--- src/rtl/ika9958_status_reader.sv ---
// CPU-side status register reader for the VDP: holds sticky event flags, returns S#n on a
// port #1 read, clears read-sensitive flags when the read ends, and drives the interrupt.
//
// state    | meaning
// ---------+---------------------------------------------------------------
// ST_IDLE  | waiting for synchronized RD_n low; snapshot taken on exit
// ST_READ  | read in progress, o_DO held, waiting for RD_n high
// ST_CLEAR | one tick applying the read-side clear for the captured pointer
module ika9958_status_reader #(
  parameter int         RD_SYNC = 2,
  parameter logic [4:0] CHIP_ID = 5'd2
) (
  input  logic       i_CLK,
  input  logic       i_RST,
  input  logic       i_CEN,
  input  logic       i_RD_n,
  input  logic [3:0] i_STSEL,
  input  logic       i_IE0,
  input  logic       i_IE1,
  input  logic       i_VBLANK_SET,
  input  logic       i_HLINE_SET,
  input  logic       i_COL_SET,
  input  logic [8:0] i_COL_X,
  input  logic [9:0] i_COL_Y,
  input  logic       i_FIFTH_SET,
  input  logic [4:0] i_FIFTH_NUM,
  input  logic [7:0] i_LIVE,
  input  logic [7:0] i_CLR,
  output logic [7:0] o_DO,
  output logic       o_DOE,
  output logic       o_INT_n
);

  typedef enum logic [1:0] {ST_IDLE, ST_READ, ST_CLEAR} state_t;

  state_t             state_q, state_d;
  logic [RD_SYNC-1:0] rd_sync_q, rd_sync_d;
  logic [3:0]         stsel_q, stsel_d;
  logic               f_q, f_d, fh_q, fh_d, c_q, c_d, s5_q, s5_d;
  logic [4:0]         fifth_num_q, fifth_num_d;
  logic [8:0]         colx_q, colx_d;
  logic [9:0]         coly_q, coly_d;
  logic               lock_q, lock_d;
  logic [7:0]         do_q, do_d;
  logic               doe_q, doe_d, int_n_q, int_n_d;
  logic               rd_s;
  logic [7:0]         snap;

  assign rd_s = rd_sync_q[RD_SYNC-1];

  always_comb begin
    snap = 8'hFF;
    case (i_STSEL)
      4'd0:    snap = {f_q, s5_q, c_q, fifth_num_q};
      4'd1:    snap = {2'b00, CHIP_ID, fh_q};
      4'd2:    snap = i_LIVE;
      4'd3:    snap = colx_q[7:0];
      4'd4:    snap = {7'h7F, colx_q[8]};
      4'd5:    snap = coly_q[7:0];
      4'd6:    snap = {6'h3F, coly_q[9:8]};
      4'd7:    snap = i_CLR;
      4'd8:    snap = 8'h00;
      4'd9:    snap = 8'h00;
      default: snap = 8'hFF;
    endcase
  end

  always_comb begin
    state_d     = state_q;
    rd_sync_d   = rd_sync_q;
    stsel_d     = stsel_q;
    f_d         = f_q;
    fh_d        = fh_q;
    c_d         = c_q;
    s5_d        = s5_q;
    fifth_num_d = fifth_num_q;
    colx_d      = colx_q;
    coly_d      = coly_q;
    lock_d      = lock_q;
    do_d        = do_q;
    doe_d       = doe_q;
    int_n_d     = int_n_q;
    if (i_CEN) begin
      rd_sync_d[0] = i_RD_n;
      for (int i = 1; i < RD_SYNC; i++) rd_sync_d[i] = rd_sync_q[i-1];

      case (state_q)
        ST_IDLE: if (!rd_s) begin
          state_d = ST_READ;
          do_d    = snap;
          doe_d   = 1'b1;
          stsel_d = i_STSEL;
        end
        ST_READ: if (rd_s) begin
          state_d = ST_CLEAR;
          doe_d   = 1'b0;
        end
        ST_CLEAR: begin
          state_d = ST_IDLE;
          case (stsel_q)
            4'd0: begin f_d = 1'b0; s5_d = 1'b0; c_d = 1'b0; end
            4'd1: fh_d = 1'b0;
            4'd5: lock_d = 1'b0;
            default: ;
          endcase
        end
        default: state_d = ST_IDLE;
      endcase

      // Sets are applied after clears and test the post-clear value, so a pulse
      // landing on the clear tick is never lost.
      if (i_VBLANK_SET) f_d = 1'b1;
      if (i_HLINE_SET)  fh_d = 1'b1;
      if (i_FIFTH_SET && !s5_d) begin
        s5_d        = 1'b1;
        fifth_num_d = i_FIFTH_NUM;
      end
      if (i_COL_SET) begin
        c_d = 1'b1;
        if (!lock_d) begin
          colx_d = i_COL_X;
          coly_d = i_COL_Y;
          lock_d = 1'b1;
        end
      end

      int_n_d = ~((f_q & i_IE0) | (fh_q & i_IE1));
    end
  end

  always_ff @(posedge i_CLK) begin
    if (i_RST) begin
      state_q     <= ST_IDLE;
      rd_sync_q   <= '1;
      stsel_q     <= 4'd0;
      f_q         <= 1'b0;
      fh_q        <= 1'b0;
      c_q         <= 1'b0;
      s5_q        <= 1'b0;
      fifth_num_q <= 5'd0;
      colx_q      <= 9'd0;
      coly_q      <= 10'd0;
      lock_q      <= 1'b0;
      do_q        <= 8'h00;
      doe_q       <= 1'b0;
      int_n_q     <= 1'b1;
    end else begin
      state_q     <= state_d;
      rd_sync_q   <= rd_sync_d;
      stsel_q     <= stsel_d;
      f_q         <= f_d;
      fh_q        <= fh_d;
      c_q         <= c_d;
      s5_q        <= s5_d;
      fifth_num_q <= fifth_num_d;
      colx_q      <= colx_d;
      coly_q      <= coly_d;
      lock_q      <= lock_d;
      do_q        <= do_d;
      doe_q       <= doe_d;
      int_n_q     <= int_n_d;
    end
  end

  assign o_DO    = do_q;
  assign o_DOE   = doe_q;
  assign o_INT_n = int_n_q;

endmodule
--- config.mk ---
export PLATFORM = sky130hd
export DESIGN_NAME = ika9958_status_reader
export DESIGN_NICKNAME = d
export VERILOG_FILES = /design/src/rtl/ika9958_status_reader.sv
export SDC_FILE = /design/constraint.sdc
export NUM_CORES = 1
export LEC_CHECK = 0
export ABC_AREA = 1
export CORE_MARGIN = 5
export CORE_UTILIZATION = 54
export CTS_BUF_LIST = sky130_fd_sc_hd__clkbuf_4 sky130_fd_sc_hd__clkbuf_8
export DETAILED_ROUTE_END_ITERATION = 12
export PLACE_DENSITY = 0.88
export SLEW_MARGIN = 10
export SYNTH_ARGS = -nofsm -noshare
export SYNTH_HDL_FRONTEND = slang
export SYNTH_SLANG_ARGS = --single-unit
--- constraint.sdc ---
create_clock -name i_CLK -period 2.05 [get_ports i_CLK]
set_clock_uncertainty 0.05 [all_clocks]
set_input_delay 0.205 -clock i_CLK [delete_from_list [all_inputs] [get_ports i_CLK]]
set_output_delay 0.205 -clock i_CLK [all_outputs]
set_load 0.01 [all_outputs]
==> results of run 1 <==
-- routing by layer --
metal  vias up  track usage [%]
met3        15             4.57
li1       1226                -
met5         -                0
met4         0             6.99
met2       103             34.1
met1      1124             29.9
-- sequential cells by signal, indices dropped and copies added (netlist names) --
| signal | count |
|---|---|
| colx_q | 9 |
| state_q | 2 |
| s5_q | 1 |
| lock_q | 1 |
| o_INT_n | 1 |
| o_DO | 8 |
| stsel_q | 4 |
| c_q | 1 |
| f_q | 1 |
| rd_sync_q | 2 |
| coly_q | 10 |
| o_DOE | 1 |
| fh_q | 1 |
| fifth_num_q | 5 |
-- cell usage in the layout (no fill, tap or decap), types with 2 or more instances in the layout --
master | Yosys | layout
sky130_fd_sc_hd__o21ai_0 | 13 | 13
sky130_fd_sc_hd__nand3_2 | 11 | 11
sky130_fd_sc_hd__nand3_1 | 51 | 51
sky130_fd_sc_hd__inv_2 | 2 | 2
sky130_fd_sc_hd__nor2_1 | 32 | 32
sky130_fd_sc_hd__nand2_1 | 81 | 81
sky130_fd_sc_hd__nor2_4 | 2 | 2
sky130_fd_sc_hd__nor2_2 | 4 | 4
sky130_fd_sc_hd__inv_1 | 24 | 24
sky130_fd_sc_hd__nand4_1 | 2 | 2
sky130_fd_sc_hd__a21oi_2 | 10 | 10
sky130_fd_sc_hd__dfxtp_1 | 47 | 47
sky130_fd_sc_hd__clkbuf_8 | 3 | 5
sky130_fd_sc_hd__a21oi_1 | 34 | 34
sky130_fd_sc_hd__buf_4 | 3 | 8
sky130_fd_sc_hd__clkdlybuf4s50_1 | 0 | 63
sky130_fd_sc_hd__nand2_4 | 2 | 2
-- power groups by stage --
stage               clock network [mW]  registers [mW]  logic (mW)
finish                           0.527           0.996       0.358
global route                     0.575            1.00       0.392
floorplan                            0            1.01       0.194
CTS                              0.531           0.995       0.358
detailed placement                   0            1.02       0.356
global placement                     0            1.02       0.348
-- logic make-up (layout without fill, tap and decap cells) --
logic type	count (synthesis)	in the layout	share of synthesized area, %
AOI/OAI and AO/OA	59	59	14.1
buffers and inverters	41	104	9.43
DFF	47	47	39.0
and+or+nand+nor	188	188	37.5
-- worst max-delay path by stage --
stage,start,cells past startpoint,slack (ns),endpoint
4_1_cts,i_STSEL[0],7,0.53,o_DO[7]
5_1_grt,i_STSEL[0],7,0.36,o_DO[2]
3_5_place_dp,i_STSEL[0],7,0.23,o_DO[7]
2_1_floorplan,stsel_q[0],8,0.86,colx_q[0]
6_report,i_STSEL[0],7,0.48,o_DO[7]
3_3_place_gp,i_STSEL[0],7,0.21,o_DO[2]
-- critical path, cell delays in order --
cell	delay [ns]
sky130_fd_sc_hd__clkdlybuf4s50_1	0.63
sky130_fd_sc_hd__nand2_2	0.12
sky130_fd_sc_hd__nor2_1	0.38
sky130_fd_sc_hd__nand2_1	0.14
sky130_fd_sc_hd__nand3_1	0.09
sky130_fd_sc_hd__nor2_1	0.06
sky130_fd_sc_hd__a21oi_1	0.12
-- layout make-up --
cell class                 count  area share, %
multi-input combinational    247           39.9
timing repair buffer          71           22.1
tap                           52           2.09
inverter                      27           3.25
sequential                    47           30.2
clock buffer                   6           2.45
-- metrics by stage --
| stage | power (mW) | setup WS [ns] | area, um^2 |
|---|---|---|---|
| 3_5_place_dp | 1.37 | 0.234 | 3040 |
| 6_report | 1.88 | 0.481 | 3120 |
| 3_3_place_gp | 1.36 | 0.214 | 3040 |
| 4_1_cts | 1.88 | 0.533 | 3120 |
| 5_1_grt | 1.97 | 0.360 | 3120 |
| 2_1_floorplan | 1.21 | 0.856 | 2410 |
==> impl_table.tex, run 1 <==
\begin{tabular}{lr}
\hline
Metric & Value \\
\hline
\multicolumn{2}{l}{\textbf{Global routing}} \\
\quad Overall fraction of global-route tracks in use & $\sim$22\% \\
\quad Wire length of the first global-routing pass & about 11000 um \\
\quad Final global-route overflow total & 0 \\
\quad Largest net degree at the start of global routing & 31 \\
\quad Number of global-route vias before repair & 2286 \\
\quad Initial antenna violation count & 0 \\
\multicolumn{2}{l}{\textbf{Yosys}} \\
\quad Post-synthesis register bit count & between 40 and 50 \\
\quad Library cells used by synthesis & 26 \\
\quad Most common cell in the netlist & sky130\_fd\_sc\_hd\_\_nand2\_1 \\
\quad Syn Area/Cell & slightly above 7 um\^{}2 \\
\quad Total nets after synthesis & 389 \\
\quad Prevailing post-synth register cell & sky130\_fd\_sc\_hd\_\_dfxtp\_1 \\
\quad Fraction of the yosys area taken by sequential cells & 39.0\% \\
\quad Cell types with the largest area share after synthesis & sky130\_fd\_sc\_hd\_\_dfxtp\_1, sky130\_fd\_sc\_hd\_\_nand2\_1, sky130\_fd\_sc\_hd\_\_nand3\_1, sky130\_fd\_sc\_hd\_\_a21oi\_1, sky130\_fd\_sc\_hd\_\_nor2\_1 \\
\quad Area share of the largest cell type after synthesis & 39.0\% \\
\quad Most frequent cells after synthesis & sky130\_fd\_sc\_hd\_\_nand2\_1, sky130\_fd\_sc\_hd\_\_nand3\_1, sky130\_fd\_sc\_hd\_\_dfxtp\_1, sky130\_fd\_sc\_hd\_\_a21oi\_1, sky130\_fd\_sc\_hd\_\_nor2\_1 \\
\quad YS warnings & 0 \\
\quad Post-synth top area cell & sky130\_fd\_sc\_hd\_\_dfxtp\_1 \\
\quad Async set-reset flop share out of synthesis & 0\% \\
\quad Synthesized netlist cell count & 335 \\
\quad Count of flip-flops with a built-in enable after synthesis & 0 \\
\quad Netlist area before placement & 2410 um\^{}2 \\
\multicolumn{2}{l}{\textbf{Timing}} \\
\quad RSZ-0062 raised after global routing & false \\
\quad WHS & 0.413 ns \\
\quad Slew Limit Fails & 0 \\
\quad Final cycle utilization of the critical path & 76.5\% \\
\quad Hold Vio Cnt, Final & 0 \\
\quad Total negative slack & 0 ns \\
\quad Min Tclk post-route & 1.57 ns \\
\quad Max Clk Rate & 637 MHz \\
\quad Final setup viols & 0 \\
\quad Worst-margin pin slew & 0.464 ns \\
\quad Relative slew slack & 69.0\% \\
\multicolumn{2}{l}{\textbf{Final layout}} \\
\quad Sequential cell area in the final layout & 941 um\^{}2 \\
\quad Total area of multi-input combinational cells & approximately 1200 um\^{}2 \\
\quad Post-synthesis to final-layout area growth & 29.2\% \\
\quad Final cell utilization of the core & 71.7\% \\
\quad Non-Filler Instances & 450 \\
\quad Number of nets in the layout & 453 \\
\quad Share of post-route cells with drive strength above 1 & 12.1\% \\
\quad Antenna diode count & 0 \\
\quad Fillers & between 300 and 400 \\
\multicolumn{2}{l}{\textbf{Place}} \\
\quad RD Place Congestion & 0.884 \\
\quad \# port buffers & 63 \\
\quad Count of placed standard cells including taps & 444 \\
\quad Post-detail-place hpwl & roughly 5000 um \\
\multicolumn{2}{l}{\textbf{Critical path}} \\
\quad Critical Path Start Type & input port \\
\quad Critical path capture point type & flip-flop \\
\quad Critical path data arrival time & roughly 1.8 ns \\
\quad Worst r2r dst & coly\_q[7] \\
\quad Type of the setup path with the least slack & in2reg \\
\quad Slack of the worst reg-to-reg path & 0.54 ns \\
\quad Maximum net fanout on the critical path & 6 \\
\quad Number of cells on the worst reg-to-reg path & 7 \\
\quad Worst flop-to-flop path startpoint & stsel\_q[0] \\
\quad Endpoint required time on the critical path & 2.23 ns \\
\multicolumn{2}{l}{\textbf{CTS}} \\
\quad Number of buffers created by CTS & 5 \\
\quad \# clock sinks & 47 \\
\quad Postcts setup bufs & 0 \\
\quad Clock-pin slew on the worst setup and hold paths & 0.08 ns \\
\quad Hold buffer count at cts & 0 \\
\quad H-tree Lvls & 2 \\
\quad Clock latency reported for the late side of the worst-skew pair & 0.30 ns \\
\quad Clock tree from TritonCTS & built \\
\quad Resized Gates After CTS & 0 \\
\quad Maximum count of clock buffers along a single path & 2 \\
\quad Root buffer cell & sky130\_fd\_sc\_hd\_\_clkbuf\_8 \\
\multicolumn{2}{l}{\textbf{Route}} \\
\quad TritonRoute pass-1 iters & 5 \\
\quad Remaining antenna violation count after routing & 0 \\
\quad Wire length on met3 & 494 um \\
\quad Drt first-iter violations & 209 \\
\quad Detailed-route DRC error count & 0 \\
\quad Sum of routed wire length over all layers & 6470 um \\
\quad Average wire per standard cell & 14.4 um \\
\quad Met2 wirelength from detailed routing & 3000 um \\
\quad Vias per cell & 5.48 \\
\quad Post-route met1 wirelength & 2830 um \\
\quad Top routing layer in use & met4 \\
\quad Via total after detailed routing & roughly 2500 \\
\multicolumn{2}{l}{\textbf{Hold path}} \\
\quad Hold Crit Class & reg2reg \\
\quad Number of cells traversed by the worst hold path & 2 \\
\quad Start point of the worst hold path & rd\_sync\_q[0] \\
\quad Endpoint with the worst hold slack & rd\_sync\_q[0] \\
\multicolumn{2}{l}{\textbf{Power}} \\
\quad Net switching power & 499 uW \\
\quad Leakage power & approximately 1.3 nW \\
\quad Share of power burned in combinational logic & a little under a fifth \\
\quad Net Sw Frac & 26.5\% \\
\quad Cell internal pwr & 1.38 mW \\
\quad Reg power frac & a little over half \\
\quad Maximum VDD drop & 431 uV \\
\quad Portion of total power attributed to the clock network & between 20\% and 30\% \\
\quad Power density over cell area & 603 nW/um\^{}2 \\
\multicolumn{2}{l}{\textbf{Floorplanning}} \\
\quad Core Area & between 4000 and 5000 um\^{}2 \\
\quad I/O pin count & 64 \\
\quad Die span in y & around 77 um \\
\quad Count of standard-cell rows & 24 \\
\quad Initial standard-cell utilization of the core & 55.5\% \\
\quad Die span in x & 76.9 um \\
\quad Die Area & roughly 5900 um\^{}2 \\
\multicolumn{2}{l}{\textbf{Flow run}} \\
\quad \# Max-Cap Violations & 0 \\
\multicolumn{2}{l}{\textbf{Run status}} \\
\quad Status & completed \\
\hline
\end{tabular}
No activity file was read; power rests on OpenSTA's default activity.
==> run 2: changes to the inputs <==
CORE_UTILIZATION = 45   (was 54)
PLACE_DENSITY = 0.78   (was 0.88)
clock period = 1.3 ns   (was 2.05 ns; I/O delays follow)
==> impl_table.tex, run 2 (synthesis gave the netlist of run 1 again) <==
\begin{tabular}{lr}
\hline
Metric & Value \\
\hline
\multicolumn{2}{l}{\textbf{CTS}} \\
\quad Clock latency reported for the late side of the worst-skew pair & 0.30 ns (about the same) \\
\quad Hold buffer count at cts & 0 (unchanged) \\
\quad Clock-pin slew on the worst setup and hold paths & 0.08 ns (about the same) \\
\quad H-tree Lvls & 2 (unchanged) \\
\quad Clock tree from TritonCTS & built \\
\quad \# clock sinks & 47 (unchanged) \\
\quad Number of buffers created by CTS & 5 (unchanged) \\
\quad Root buffer cell & sky130\_fd\_sc\_hd\_\_clkbuf\_8 \\
\quad Maximum count of clock buffers along a single path & 2 (unchanged) \\
\multicolumn{2}{l}{\textbf{Final layout}} \\
\quad Post-synthesis to final-layout area growth & 49.5\% \\
\quad Non-Filler Instances & 499 (+11\%) \\
\quad Number of nets in the layout & 482 (+6.4\%) \\
\quad Reg with most FFs & coly\_q \\
\quad Antenna diode count & 0 (unchanged) \\
\quad Share of post-route cells with drive strength above 1 & 23.3\% (+11 points) \\
\quad Flip-flop count of the largest register, all copies and words added & 10 (unchanged) \\
\quad Most common cell after layout, fill and taps aside & sky130\_fd\_sc\_hd\_\_nand2\_1 \\
\quad Highest-count cells in the layout ignoring fill and taps & sky130\_fd\_sc\_hd\_\_nand2\_1, sky130\_fd\_sc\_hd\_\_nand3\_1, sky130\_fd\_sc\_hd\_\_clkdlybuf4s50\_1 \\
\quad Final cell utilization of the core & 69.8\% (-1.9 points) \\
\quad Final instance area & 3610 um\^{}2 (+16\%) \\
\multicolumn{2}{l}{\textbf{Route}} \\
\quad Via total after detailed routing & 2545 (+3.1\%) \\
\quad TritonRoute pass-1 iters & 5 (unchanged) \\
\quad Top routing layer in use & met4 \\
\quad Drt first-iter violations & 188 (-10\%) \\
\quad Post-route met1 wirelength & 3130 um (+11\%) \\
\quad Met2 wirelength from detailed routing & 3450 um (+15\%) \\
\quad Average wire per standard cell & 14.5 um (+0.90\%) \\
\quad Vias per cell & 5.10 (-7.0\%) \\
\quad Sum of routed wire length over all layers & 7240 um (+12\%) \\
\quad Remaining antenna violation count after routing & 0 (unchanged) \\
\quad Detailed-route DRC error count & 0 (unchanged) \\
\quad Wire length on met3 & 486 um (-1.6\%) \\
\multicolumn{2}{l}{\textbf{Timing}} \\
\quad Max Clk Rate & 791 MHz \\
\quad RSZ-0062 raised after global routing & true \\
\quad WHS & 0.192 ns (-0.221 ns) \\
\quad Final cycle utilization of the critical path & slightly below 100\% \\
\quad Min Tclk post-route & 1.26 ns \\
\quad Worst-margin pin slew & 0.308 ns (-0.156 ns) \\
\quad Slew Limit Fails & 0 (unchanged) \\
\quad Hold Vio Cnt, Final & 0 (unchanged) \\
\quad Final setup viols & 0 (unchanged) \\
\quad Relative slew slack & 79.4\% (+10 points) \\
\multicolumn{2}{l}{\textbf{Critical path}} \\
\quad Highest-delay cell along the critical path & sky130\_fd\_sc\_hd\_\_dfxtp\_2 \\
\quad Worst setup path start & state\_q[0] \\
\quad Critical path capture point type & flip-flop \\
\quad Slack of the worst reg-to-reg path & 0.04 ns (-0.50 ns) \\
\quad Critical path endpoint & o\_DO[5] \\
\quad Critical path data arrival time & 1.45 ns (-0.30 ns) \\
\quad Critical-path cell list & buf\_4 > nor2\_4 > buf\_4 > o21ai\_0 > a21oi\_1 \\
\quad Critical Path Start Type & flip-flop \\
\quad Worst r2r dst & o\_DO[5] \\
\quad Type of the setup path with the least slack & reg2reg \\
\quad Largest delay contributor family on the critical path & buffers and inverters \\
\quad Largest stage delay on the critical path & 0.35 ns (-0.28 ns) \\
\quad Buffers plus inverters on the worst setup path & 2 (+1) \\
\quad Number of cells on the worst reg-to-reg path & 5 (-2) \\
\quad Maximum net fanout on the critical path & 12 (+6) \\
\quad Critical path's most frequent cell & sky130\_fd\_sc\_hd\_\_buf\_4 \\
\quad Levels on crit path & 5 (-2) \\
\quad Worst flop-to-flop path startpoint & state\_q[0] \\
\quad Endpoint required time on the critical path & 1.48 ns (-0.75 ns) \\
\multicolumn{2}{l}{\textbf{Global routing}} \\
\quad Number of global-route vias before repair & 2374 (+3.8\%) \\
\quad Wire length of the first global-routing pass & 11700 um (+10\%) \\
\quad Initial antenna violation count & 0 (unchanged) \\
\quad Overall fraction of global-route tracks in use & 20.5\% (-1.3 points) \\
\quad Largest net degree at the start of global routing & 23 (-26\%) \\
\quad Final global-route overflow total & 0 (unchanged) \\
\multicolumn{2}{l}{\textbf{Floorplanning}} \\
\quad Core Area & 5170 um\^{}2 (+19\%) \\
\quad Initial standard-cell utilization of the core & 46.7\% (-8.8 points) \\
\quad Die span in x & 83.3 um (+8.3\%) \\
\quad Die span in y & 83.3 um (+8.3\%) \\
\quad Die Area & 6930 um\^{}2 (+17\%) \\
\quad Count of standard-cell rows & 26 (+8.3\%) \\
\quad I/O pin count & 64 (unchanged) \\
\multicolumn{2}{l}{\textbf{Power}} \\
\quad Cell internal pwr & 2.51 mW (+81\%) \\
\quad Net switching power & 870 uW (+74\%) \\
\quad Net Sw Frac & 25.7\% (-0.77 points) \\
\quad Portion of total power attributed to the clock network & 32.7\% (+4.7 points) \\
\quad Reg power frac & 46.7\% (-6.3 points) \\
\quad Maximum VDD drop & 582 uV (+35\%) \\
\quad Power density over cell area & 936 nW/um\^{}2 (+55\%) \\
\quad Share of power burned in combinational logic & 20.6\% (+1.6 points) \\
\quad Leakage power & 1.57 nW (+23\%) \\
\multicolumn{2}{l}{\textbf{Flow run}} \\
\quad \# Max-Cap Violations & 0 (unchanged) \\
\multicolumn{2}{l}{\textbf{Place}} \\
\quad Post-detail-place hpwl & 5320 um (+6.0\%) \\
\quad Total placed instance area & 3330 um\^{}2 (+9.5\%) \\
\quad RD Place Congestion & 0.904 (+2.4\%) \\
\quad \# port buffers & 63 (unchanged) \\
\quad Count of placed standard cells including taps & 486 (+9.5\%) \\
\multicolumn{2}{l}{\textbf{Hold path}} \\
\quad Start point of the worst hold path & i\_CEN \\
\quad Hold Crit Class & in2reg \\
\multicolumn{2}{l}{\textbf{Run status}} \\
\quad Status & completed \\
\hline
\end{tabular}
-- run 2: changes by cell type in the layout (fill, tap and decap cells not counted), moves of 6 or more --
cell,delta
sky130_fd_sc_hd__dlygate4sd2_1,+11
sky130_fd_sc_hd__dfxtp_1,-6
sky130_fd_sc_hd__clkdlybuf4s50_1,-15
sky130_fd_sc_hd__nor2_1,-7
sky130_fd_sc_hd__buf_4,+19
sky130_fd_sc_hd__buf_12,+7
sky130_fd_sc_hd__dfxtp_2,+6
-- run 2: worst min-delay path by stage --
stage,endpoint,slack (ns),cells past startpoint
3_5_place_dp,rd_sync_q[0],0.41,2
6_report,state_q[0],0.19,3
3_3_place_gp,colx_q[7],0.40,2
5_1_grt,state_q[0],0.20,3
4_1_cts,coly_q[3],0.35,3
2_1_floorplan,rd_sync_q[0],0.21,2
-- run 2: per-layer routing --
layer  track usage (%)  vias up
li1                  -     1292
met4              7.58        0
met1              27.8     1146
met3              4.46       14
met5                 0        -
met2              31.9       93
-- run 2: worst reg2reg max path: stages (launching register included) --
cell                      delay, ns
sky130_fd_sc_hd__dfxtp_2       0.35
sky130_fd_sc_hd__buf_4         0.15
sky130_fd_sc_hd__nor2_4        0.20
sky130_fd_sc_hd__buf_4         0.21
sky130_fd_sc_hd__o21ai_0       0.11
sky130_fd_sc_hd__a21oi_1       0.13
-- run 2: layout make-up --
type / count / area (um^2)
clock inverters: 2 / 35.0
inverters: 27 / 105
repair buffers: 99 / 1010
flip-flops and latches: 47 / 948
clock buffers: 6 / 82.6
fillers: 426 / 1560
multi-input cells: 248 / 1350
well taps: 70 / 87.6
-- run 2: repair_timing --
| action | in CTS | in global routing |
|---|---|---|
| setup buffers | 1 | 2 |
| endpoints found under the hold margin | 0 | 0 |
| gates cloned | 1 | 1 |
| pin swaps | 3 | 12 |
| resized for setup | 22 | 25 |
| endpoints found under the setup margin | 30 | 32 |
-- run 2: power groups by stage --
stage | clock network (mW) | logic [mW] | registers, mW
global route | 1.18 | 0.758 | 1.59
detailed placement | 0 | 0.655 | 1.60
global placement | 0 | 0.647 | 1.60
finish | 1.11 | 0.696 | 1.58
floorplan | 0 | 0.306 | 1.59
CTS | 1.12 | 0.656 | 1.57
-- run 2: per-stage QoR --
stage / setup TNS [ns] / worst slack, ns / total power, mW
global placement: -9.42 / -0.340 / 2.25
finish: 0 / 0.0360 / 3.38
floorplan: 0 / 0.106 / 1.90
global route: -0.107 / -0.0344 / 3.52
CTS: 0 / 0.00545 / 3.35
detailed placement: -9.22 / -0.386 / 2.26
